===== src/rtl/mul_hilo_ctrl.sv =====
// EX-stage HI/LO controller: decodes mult-class and HI/LO move ops, drives the 4-stage multiplier core, stalls EX until the product lands.
// Optional: define MUL_ACC_EN to build MADD/MADDU/MSUB/MSUBU and the 64-bit accumulate datapath.
module mul_hilo_ctrl (
  input  logic        clk,
  input  logic        rst,
  input  logic        op_valid,
  input  logic [3:0]  op,
  input  logic [31:0] rs_data,
  input  logic [31:0] rt_data,
  input  logic        flush,
  output logic        stall_o,
  output logic [31:0] hilo_rdata,
  output logic [31:0] hi_o,
  output logic [31:0] lo_o,
  output logic        mul_start,
  output logic        mul_sign,
  output logic [31:0] mul_a,
  output logic [31:0] mul_b,
  input  logic [63:0] mul_result,
  input  logic        mul_ready
);

  localparam logic [3:0] OP_MULT  = 4'd1;
  localparam logic [3:0] OP_MULTU = 4'd2;
  localparam logic [3:0] OP_MFHI  = 4'd3;
  localparam logic [3:0] OP_MFLO  = 4'd4;
  localparam logic [3:0] OP_MTHI  = 4'd5;
  localparam logic [3:0] OP_MTLO  = 4'd6;
`ifdef MUL_ACC_EN
  localparam logic [3:0] OP_MADD  = 4'd7;
  localparam logic [3:0] OP_MADDU = 4'd8;
  localparam logic [3:0] OP_MSUB  = 4'd9;
  localparam logic [3:0] OP_MSUBU = 4'd10;

  typedef enum logic [1:0] {ACC_NONE, ACC_ADD, ACC_SUB} acc_t;
  acc_t acc_d, acc_q;
`endif

  typedef enum logic [1:0] {S_IDLE, S_START, S_WAIT, S_DONE} state_t;
  state_t state_q;

  logic        is_mult, is_sgn;
  logic        start_q, sign_q;
  logic [31:0] a_q, b_q, hi_q, lo_q;
  logic [63:0] hilo_d;

  always_comb begin
    is_mult = 1'b0;
    is_sgn  = 1'b0;
`ifdef MUL_ACC_EN
    acc_d   = ACC_NONE;
`endif
    case (op)
      OP_MULT:  begin is_mult = 1'b1; is_sgn = 1'b1; end
      OP_MULTU: is_mult = 1'b1;
`ifdef MUL_ACC_EN
      OP_MADD:  begin is_mult = 1'b1; is_sgn = 1'b1; acc_d = ACC_ADD; end
      OP_MADDU: begin is_mult = 1'b1; acc_d = ACC_ADD; end
      OP_MSUB:  begin is_mult = 1'b1; is_sgn = 1'b1; acc_d = ACC_SUB; end
      OP_MSUBU: begin is_mult = 1'b1; acc_d = ACC_SUB; end
`endif
      default:  ;
    endcase
  end

  // Value written into {HI,LO} when the product arrives; wraps mod 2^64.
  always_comb begin
`ifdef MUL_ACC_EN
    case (acc_q)
      ACC_ADD: hilo_d = {hi_q, lo_q} + mul_result;
      ACC_SUB: hilo_d = {hi_q, lo_q} - mul_result;
      default: hilo_d = mul_result;
    endcase
`else
    hilo_d = mul_result;
`endif
  end

  always_ff @(posedge clk) begin
    if (rst) begin
      state_q <= S_IDLE;
      start_q <= 1'b0;
      sign_q  <= 1'b0;
      a_q     <= '0;
      b_q     <= '0;
      hi_q    <= '0;
      lo_q    <= '0;
`ifdef MUL_ACC_EN
      acc_q   <= ACC_NONE;
`endif
    end else if (flush) begin
      // Kill wins over everything, including a coincident mul_ready.
      state_q <= S_IDLE;
      start_q <= 1'b0;
    end else begin
      case (state_q)
        S_IDLE: begin
          if (op_valid && is_mult) begin
            a_q     <= rs_data;
            b_q     <= rt_data;
            sign_q  <= is_sgn;
`ifdef MUL_ACC_EN
            acc_q   <= acc_d;
`endif
            start_q <= 1'b1;
            state_q <= S_START;
          end else if (op_valid && op == OP_MTHI) begin
            hi_q <= rs_data;
          end else if (op_valid && op == OP_MTLO) begin
            lo_q <= rs_data;
          end
        end
        S_START: begin
          start_q <= 1'b0;
          state_q <= S_WAIT;
        end
        S_WAIT: begin
          if (mul_ready) begin
            {hi_q, lo_q} <= hilo_d;
            state_q      <= S_DONE;
          end
        end
        default: state_q <= S_IDLE;
      endcase
    end
  end

  assign stall_o   = (state_q == S_IDLE && op_valid && is_mult && !flush) ||
                     state_q == S_START || state_q == S_WAIT;
  assign mul_start = start_q & ~flush;
  assign mul_sign  = sign_q;
  assign mul_a     = a_q;
  assign mul_b     = b_q;
  assign hi_o      = hi_q;
  assign lo_o      = lo_q;

  always_comb begin
    hilo_rdata = '0;
    if (op_valid && (state_q == S_IDLE || state_q == S_DONE)) begin
      if (op == OP_MFHI)      hilo_rdata = hi_q;
      else if (op == OP_MFLO) hilo_rdata = lo_q;
    end
  end

endmodule


===== config.mk =====
export PLATFORM = sky130hd
export DESIGN_NAME = mul_hilo_ctrl
export DESIGN_NICKNAME = d
export VERILOG_FILES = /design/src/rtl/mul_hilo_ctrl.sv
export SDC_FILE = /design/constraint.sdc
export NUM_CORES = 1
export LEC_CHECK = 0
export ABC_AREA = 1
export CORE_MARGIN = 4
export CORE_UTILIZATION = 38
export CTS_CLUSTER_DIAMETER = 60
export DETAILED_ROUTE_END_ITERATION = 16
export GPL_ROUTABILITY_DRIVEN = 1
export PLACE_DENSITY = 0.79
export SLEW_MARGIN = 20
export SYNTH_ARGS = -nofsm -noshare
export SYNTH_HDL_FRONTEND = slang
export SYNTH_SLANG_ARGS = --single-unit

===== constraint.sdc =====
create_clock -name clk -period 1.6 [get_ports clk]
set_input_delay 0.32 -clock clk [delete_from_list [all_inputs] [get_ports clk]]
set_output_delay 0.32 -clock clk [all_outputs]
set_load 0.01 [all_outputs]

# Yosys cells after proc, flatten, opt, wreduce, memory -nomap -nowiden
# Cells that the tools add are included.
[word_totals]
regBits = 132
out_inout_bits = 163
elab_cells = 64
[op_classes]
n_eq_ne = 15
muxes = 19
n_bitwise = 2
reduce_logical = 21
[op_table]
columns = ["operator", "count"]
rows = [
  ["$mux 32", 10],
  ["$pmux 32 s2", 2],
  ["$eq 4x3->1 const B", 3],
  ["$ne 2x2->1 const B", 6],
  ["$eq 4x2->1 const B", 2],
  ["$logic_and 1x1->1", 7],
  ["$pmux 2 s3", 1],
  ["$reduce_and 6->1", 1],
  ["$reduce_and 5->1", 1],
  ["$eq 2x2->1 const B", 2],
  ["$eq 4x1->1 const B", 1],
  ["$mux 2", 2],
  ["$reduce_and 2->1", 2],
  ["$reduce_bool 2->1", 2],
  ["$reduce_or 2->1", 2],
  ["$logic_or 1x1->1", 3],
  ["$mux 1", 3],
  ["$reduce_and 3->1", 1],
  ["$eq 2x1->1 const B", 1],
  ["$logic_not 2->1", 1],
  ["$pmux 1 s2", 1],
  ["$and 1x1->1", 1],
  ["$logic_not 1->1", 1],
  ["$not 1->1", 1],
]

# Longest topological paths before layout
# Gate-level depths: netlist of the first run.
[logic_depth]
depth_word = 7
ltp_mapped = 12

# Worst setup path after synthesis of the first run
# No wires, ideal clock.
[synth_path]
path_type = "flip-flop to output port"
start = "register state_q[0]"
end = "output hilo_rdata[0]"
t_arrival_ns = 1.519
slack_ns = -0.239
path_stages_with_launch = 7
path_buffers = 2
path_cell_list = "dfxtp_1 > inv_1 > ha_1 > or2_2 > clkbuf_1 > clkbuf_1 > a21oi_1"
[synth_via]
elab_chain_cells = 4
word_cells_on_any_way = 5
[synth_rtl]
columns = ["item", "line", "text"]
rows = [
  ["from (decl)", "40", "state_t state_q;"],
  ["from (signal assigned)", "81", "state_q <= S_IDLE;"],
  ["from (signal assigned)", "93", "state_q <= S_IDLE;"],
  ["from (signal assigned)", "106", "state_q <= S_START;"],
  ["$eq 2x2->1 or $logic_not 2->1 (tied branches)", "139", "if (op_valid && (state_q == S_IDLE || state_q == S_DONE)) begin"],
  ["$logic_or 1x1->1 (*)", "139", ""],
  ["$logic_and 1x1->1 (*)", "139", ""],
  ["$mux 32 (*)", "139", ""],
  ["to (decl)", "12", "output logic [31:0] hilo_rdata,"],
]
# Mark *: on every way between the ends. The rest lies on a longest branch, timed or not.

# Worst setup path in the final report of the first run
[layout_path]
start = "register state_q[1]"
end = "output hilo_rdata[5]"
# Same word-level chain as after synthesis.

==> impl_results.md, run 1 <==
* Vias/cell at 5.18
* Relative slew slack at 0.789
* Clk Latency, worst-skew pair at 420 ps
* Hold Path Class: in -> reg
* # nets final at 1569
* Final HPWL from detailed placement at 19.3 mm
* Area leader, netlist: dfxtp_1
* Leak at 5.88 nW
* Syn. warnings at 0
* F_max at 469 MHz
* Initial antenna violation count at 2
* Netlist cell types at 22
* Starting Density at 0.387
* Syn Inst Count at 1068
* Placer's final routability congestion estimate at 0.919
* Critical path class: reg -> out
* Main synth FF type: dfxtp_1
* Core area at 17300 sq um
* DP Cell Count at 1589
* Full die area at 19800 sq um
* Syn Nets at 1209
* Vias at 8645
* Commonest cells after routing, fill and taps aside: 193 x nor2_1, 144 x nand2_1, 132 x clkdlybuf4s50_1
* Die height at 141 um
* Fin Hold WS at 473 ps
* Setup Skew at 7.63 ps
* Area occupied by multi-input gates at 3930 sq um
* Final setup TNS at -27890 ps
* Mapped Area at 6690 sq um
* Routed WL at 31.9 mm
* Worst setup margin at -532 ps
* Fin util at 0.728
* Clk Tree Root Cell: clkbuf_16
* Critical Path RT at 1280 ps
* Pin count of the biggest net entering global routing at 59
* Max-slew violation count at 0
* Syn Area/Cell at 6.26 sq um
* Count of clock tree sinks at 132
* Worst slack at placement at -1000 ps
* Slew @ Worst Pin at 316 ps
* Storage cell area at 2650 sq um
* Number of synthesized register bits at 132
* Fraction of layout cells with a size suffix above 1 at 0.280
* Remaining antenna violation count at 0
* CP Max Fanout at 8
* TritonRoute pass-1 iters at 7
* Avg WL per Cell at 19.1 um
* Std-Cell Rows at 48
* Non-Filler Instances at 1668
* # port buffers at 299
* Total CTS buffers at 17
* Final setup viols at 97
* Global-route wire length before repair at 44.4 mm
* Leading cell type in the layout, fill and taps excluded: nor2_1
* Worst path arrival time at 1810 ps
* DRC viols at 0
* RSZ-0062 raised after global routing: true
* Post-synth EDFFs at 0
* Startpoint types: register
* Vias in the first global route at 7971
* Top post-synthesis cells by area: dfxtp_1 40%, nor2_1 13%, nand2_1 12%
* # H-tree levels at 4
* Hold Buf Count CTS at 0
* Post-synth top area share at 0.395
* Clock buffer depth at 2
* Fill cells at 1298
* Post-DP Area at 10700 sq um
* Remaining Overflow, GRT at 0
* Post-synth ARST share at 0
* DRT iter0 DRCs at 705
* I/O Pins at 300
* Pwr Total at 9.07 mW
* Final non-filler cell area at 12600 sq um
* Final hold vios at 0
* Power density cells at 720 nW/um^2
* Period minus WS final at 2130 ps
* Max IR drop VDD at 0.000754 V
* TritonCTS clock tree: done
* Max-cap violations at 0
* All-Layer GR Usage at 0.287
* Sequential fraction of the synthesis area at 0.395
* Status: finished with violations
* Die Width at 141 um
* Failing checks: setup timing
* Layout area overhead at 88.3%
* Period Utilization, post-route at 1.33
* Reg clk slew, reported paths at 60 ps
* Setup crit end kind: primary output
-- critical path, stage by stage (launching register included) --
cell and delay [ps]:
dfxtp_2 330, inv_2 50, ha_4 250, or2_4 320, buf_12 190, a21oi_4 120, buf_6 110
-- cell families after synthesis --
logic type / count (synthesis) / synth area share
AOI/OAI and AO/OA: 165 / 0.125
adders and majority gates: 4 / 0.00749
buffers and inverters: 251 / 0.151
DFF: 132 / 0.395
and+or+nand+nor: 516 / 0.321
-- synthesized netlist by cell type, types with 5 or more instances --
master      n
dfxtp_1   132
buf_4      10
buf_1       5
clkbuf_1   36
nand2_1   211
a21oi_1    99
inv_1     168
buf_2      24
o21ai_0    58
o21ai_1     6
nand4_1    64
inv_2       8
nor2_1    229
-- what timing repair did --
| item | 4_1_cts | 5_1_grt |
|---|---|---|
| endpoints found under the hold margin | 0 | 0 |
| gates resized for setup | 340 | 233 |
| setup endpoints to repair | 292 | 163 |
| pin swaps | 13 | 83 |
| gates cloned | 17 | 9 |
| setup buffers | 19 | 10 |
-- path summary, 6_finish.rpt --
check,startpoint,end,slack (ps),cells past startpoint
worst min register to register,mul_a[10]$_SDFFE_PP0P_,mul_a[10]$_SDFFE_PP0P_,480,2
worst max register to register,state_q[0]$_SDFFE_PP0P_,hi_o[28]$_SDFFE_PP0P_,-290,13
worst max-delay path,state_q[1]$_SDFFE_PP0P_,hilo_rdata[5],-530,6
worst min-delay path,op[2],mul_sign$_SDFFE_PP0P_,470,7
-- cell type report --
class                           count  share of cell area
Clock inverter                     15              0.0142
Multi-Input combinational cell    686               0.312
Inverter                          176              0.0528
Sequential cell                   132               0.210
Timing Repair Buffer              415               0.354
Antenna cell                        2            0.000397
Tap cell                          225              0.0224
Clock buffer                       17              0.0338
-- sequential cells by signal, summed over array words and instances, names as in the netlist --
name and flops:
hi_o 32, lo_o 32, mul_a 32, mul_b 32, state_q 2, mul_sign 1
start_q 1
-- power breakdown --
part / switching, mW / internal [mW] / total (mW) / leakage [nW]
registers: 0.0535 / 3.37 / 3.42 / 1.07
clock network: 1.58 / 2.46 / 4.05 / 0.298
logic: 0.789 / 0.816 / 1.61 / 4.51
total: 2.43 / 6.64 / 9.07 / 5.88
-- per-layer routing --
metal	wire length (um)	vias to the layer above	track usage
met5	0	-	0
met1	12100	4001	0.348
met3	2820	116	0.0736
met2	15400	491	0.480
li1	-	4037	-
met4	1560	0	0.124
Power figures use the tool's default switching activity.
==> run 2, diff against run 1 <==
CORE_UTILIZATION = 42   (was 38)
PLACE_DENSITY = 0.83   (was 0.79)
clock period = 2.25 ns   (was 1.6 ns; I/O delays follow)
==> run 2 against run 1 <==
Compared with the run above:
- the flow still finishes with violations (setup timing)
- critical path depth stayed put
- clock-buffer cell count is 3 higher
- flip-flop and latch count stayed put
- total power is 31% lower
- clock skew is 1.4 ps lower
==> impl_results.md, run 2 (same netlist as run 1, synthesis figures left out) <==
* Final hold vios at 0 (unchanged)
* RSZ-0062 raised after global routing: true
* Power density cells at 561 nW/um^2 (-22%)
* Startpoint types: register
* Setup crit end kind: primary output
* Critical Path Max Stage Delay at 330 ps (about the same)
* Vias/cell at 4.97 (-4.1%)
* Fill cells at 1229 (-5.3%)
* Clk Latency, worst-skew pair at 410 ps (about the same)
* Relative slew slack at 0.713 (-0.0754)
* Max-cap violations at 0 (unchanged)
* Status: finished with violations
* Final setup TNS at -27.5 ps (+27870 ps)
* Antenna cells at 0 (-2)
* Worst slack at placement at -543 ps (+460 ps)
* All-Layer GR Usage at 0.282 (-0.00423)
* Commonest cells after routing, fill and taps aside: 261 x clkdlybuf4s50_1, 229 x nor2_1, 208 x nand2_1
* Top Family by Delay on Critical Path: buffers and inverters
* Pin count of the biggest net entering global routing at 66 (+12%)
* CP Max Fanout at 8 (unchanged)
* Initial antenna violation count at 1 (-1)
* DP Cell Count at 1545 (-2.8%)
* Reg clk slew, reported paths at 60 ps (about the same)
* Count of clock tree sinks at 132 (unchanged)
* TritonRoute pass-1 iters at 5 (-2)
* R2R Path End: lo_o[24]$_SDFFE_PP0P_
* TritonCTS clock tree: done
* Slowest cell on the critical path: dfxtp_2
* Leading cell type in the layout, fill and taps excluded: clkdlybuf4s50_1
* Worst setup margin at -27.5 ps (+505 ps)
* Global-route wire length before repair at 39.8 mm (-10%)
* Final setup viols at 1 (-99%)
* Top routing layer in use: met5
* R2r setup slk at 350 ps (+640 ps)
* Avg WL per Cell at 16.7 um (-12%)
* Placer's final routability congestion estimate at 0.877 (-4.6%)
* RR Startpoint: state_q[0]$_SDFFE_PP0P_
* Clock buffer depth at 2 (unchanged)
* Worst path arrival time at 1830 ps (+20 ps)
* Die height at 134 um (-4.6%)
* Remaining Overflow, GRT at 0 (unchanged)
* # H-tree levels at 4 (unchanged)
* Layout area overhead at 65.6%
* Crit path depth at 6 (unchanged)
* Leak at 4.70 nW (-20%)
* Total CTS buffers at 17 (unchanged)
* Critical Path RT at 1800 ps (+520 ps)
* DRC viols at 0 (unchanged)
* # nets final at 1508 (-3.9%)
* M1 WL at 10.5 mm (-13%)
* Slew @ Worst Pin at 430 ps (+114 ps)
* Vias in the first global route at 7339 (-7.9%)
* Remaining antenna violation count at 0 (unchanged)
* Met2 WL post-DR at 12.5 mm (-19%)
* Met3 WL at 2.63 mm (-6.9%)
* Cell Chain, Critical Path: inv_2 > ha_4 > or2_4 > clkbuf_16 > a21oi_2 > buf_2
* Vias at 7906 (-8.5%)
* Std-Cell Rows at 45 (-6.3%)
* Reg2Reg Depth at 11 (-2)
* Starting Density at 0.435 (+0.0484)
* Fin util at 0.720 (-0.00746)
* Hold Path Class: reg -> reg
* # port buffers at 299 (unchanged)
* Final HPWL from detailed placement at 18.3 mm (-5.1%)
* Pwr Total at 6.22 mW (-31%)
* I/O Pins at 300 (unchanged)
* Period Utilization, post-route at 1.01
* Period minus WS final at 2280 ps
* Non-Filler Instances at 1591 (-4.6%)
* Max-slew violation count at 0 (unchanged)
* Die Width at 134 um (-4.6%)
* Setup Skew at 6.26 ps (-1.37 ps)
* Failing checks: setup timing
* CP startpoint: state_q[0]$_SDFFE_PP0P_
* CP Buf/Inv Count at 3 (unchanged)
* Routed WL at 26.6 mm (-16%)
* Max IR drop VDD at 0.000518 V (-31%)
* Core area at 15400 sq um (-11%)
* F_max at 439 MHz
* Critical path class: reg -> out
* Fraction of layout cells with a size suffix above 1 at 0.131 (-0.149)
* DRT iter0 DRCs at 652 (-7.5%)
* Full die area at 18000 sq um (-9.0%)
* Clk Tree Root Cell: clkbuf_16
* CP endpoint: hilo_rdata[11]
run 2: cell count changes in the layout (fill, tap and decap cells not counted), moves of 36 or more:
cell and delta:
clkdlybuf4s50_1 +129, nand2_4 -44, inv_1 +52, inv_2 -51, dlygate4sd2_1 -128, nand2_1 +64
nor2_1 +36
run 2: metrics by stage:
step                hold slack (ps)  instance area [sq um]
floorplan                       468                   6690
global placement                457                  10100
detailed placement              456                  10100
CTS                             464                  10900
global route                    498                  11100
finish                          463                  11100
run 2: area by class of cell:
class,count,area [sq um],area share
multi-input cells,685,3260,0.294
clock buffers,20,457,0.0412
repair buffers,355,3630,0.328
flip-flops and latches,132,2650,0.239
well taps,211,264,0.0238
inverters,176,662,0.0598
clock inverters,12,155,0.0140
run 2: what timing repair did:
item / in CTS / in global routing
cloned: 6 / 1
pin swaps: 3 / 2
hold buffers: 0 / 0
setup endpoints to repair: 33 / 32
gates resized for setup: 148 / 50
buffers inserted: 7 / 0
run 2: how the worst min path moves through the flow:
stage | from | end | slack (ps) | cells after the start
floorplan | state_q[1]$_SDFFE_PP0P_ | state_q[1]$_SDFFE_PP0P_ | 470 | 2
global placement | mul_sign$_SDFFE_PP0P_ | mul_sign$_SDFFE_PP0P_ | 460 | 2
detailed placement | mul_sign$_SDFFE_PP0P_ | mul_sign$_SDFFE_PP0P_ | 460 | 2
CTS | mul_sign$_SDFFE_PP0P_ | mul_sign$_SDFFE_PP0P_ | 460 | 2
global route | mul_b[18]$_SDFFE_PP0P_ | mul_b[18]$_SDFFE_PP0P_ | 500 | 2
finish | mul_sign$_SDFFE_PP0P_ | mul_sign$_SDFFE_PP0P_ | 460 | 2
run 2: power breakdown:
group	internal (mW)	switching, mW
Clock	1.80	1.04
Sequential	2.40	0.0431
Combinational	0.497	0.438
run 2: per-layer routing:
| layer | vias to the layer above | track usage |
|---|---|---|
| li1 | 3900 | - |
| met1 | 3574 | 0.338 |
| met2 | 372 | 0.468 |
| met3 | 58 | 0.0915 |
| met4 | 2 | 0.118 |
| met5 | - | 0 |
run 2: tightest hold or removal path, stage by stage, from the launching register on:
cell and delay [ps]:
dfxtp_1 310, nand2_1 60, a21oi_1 50
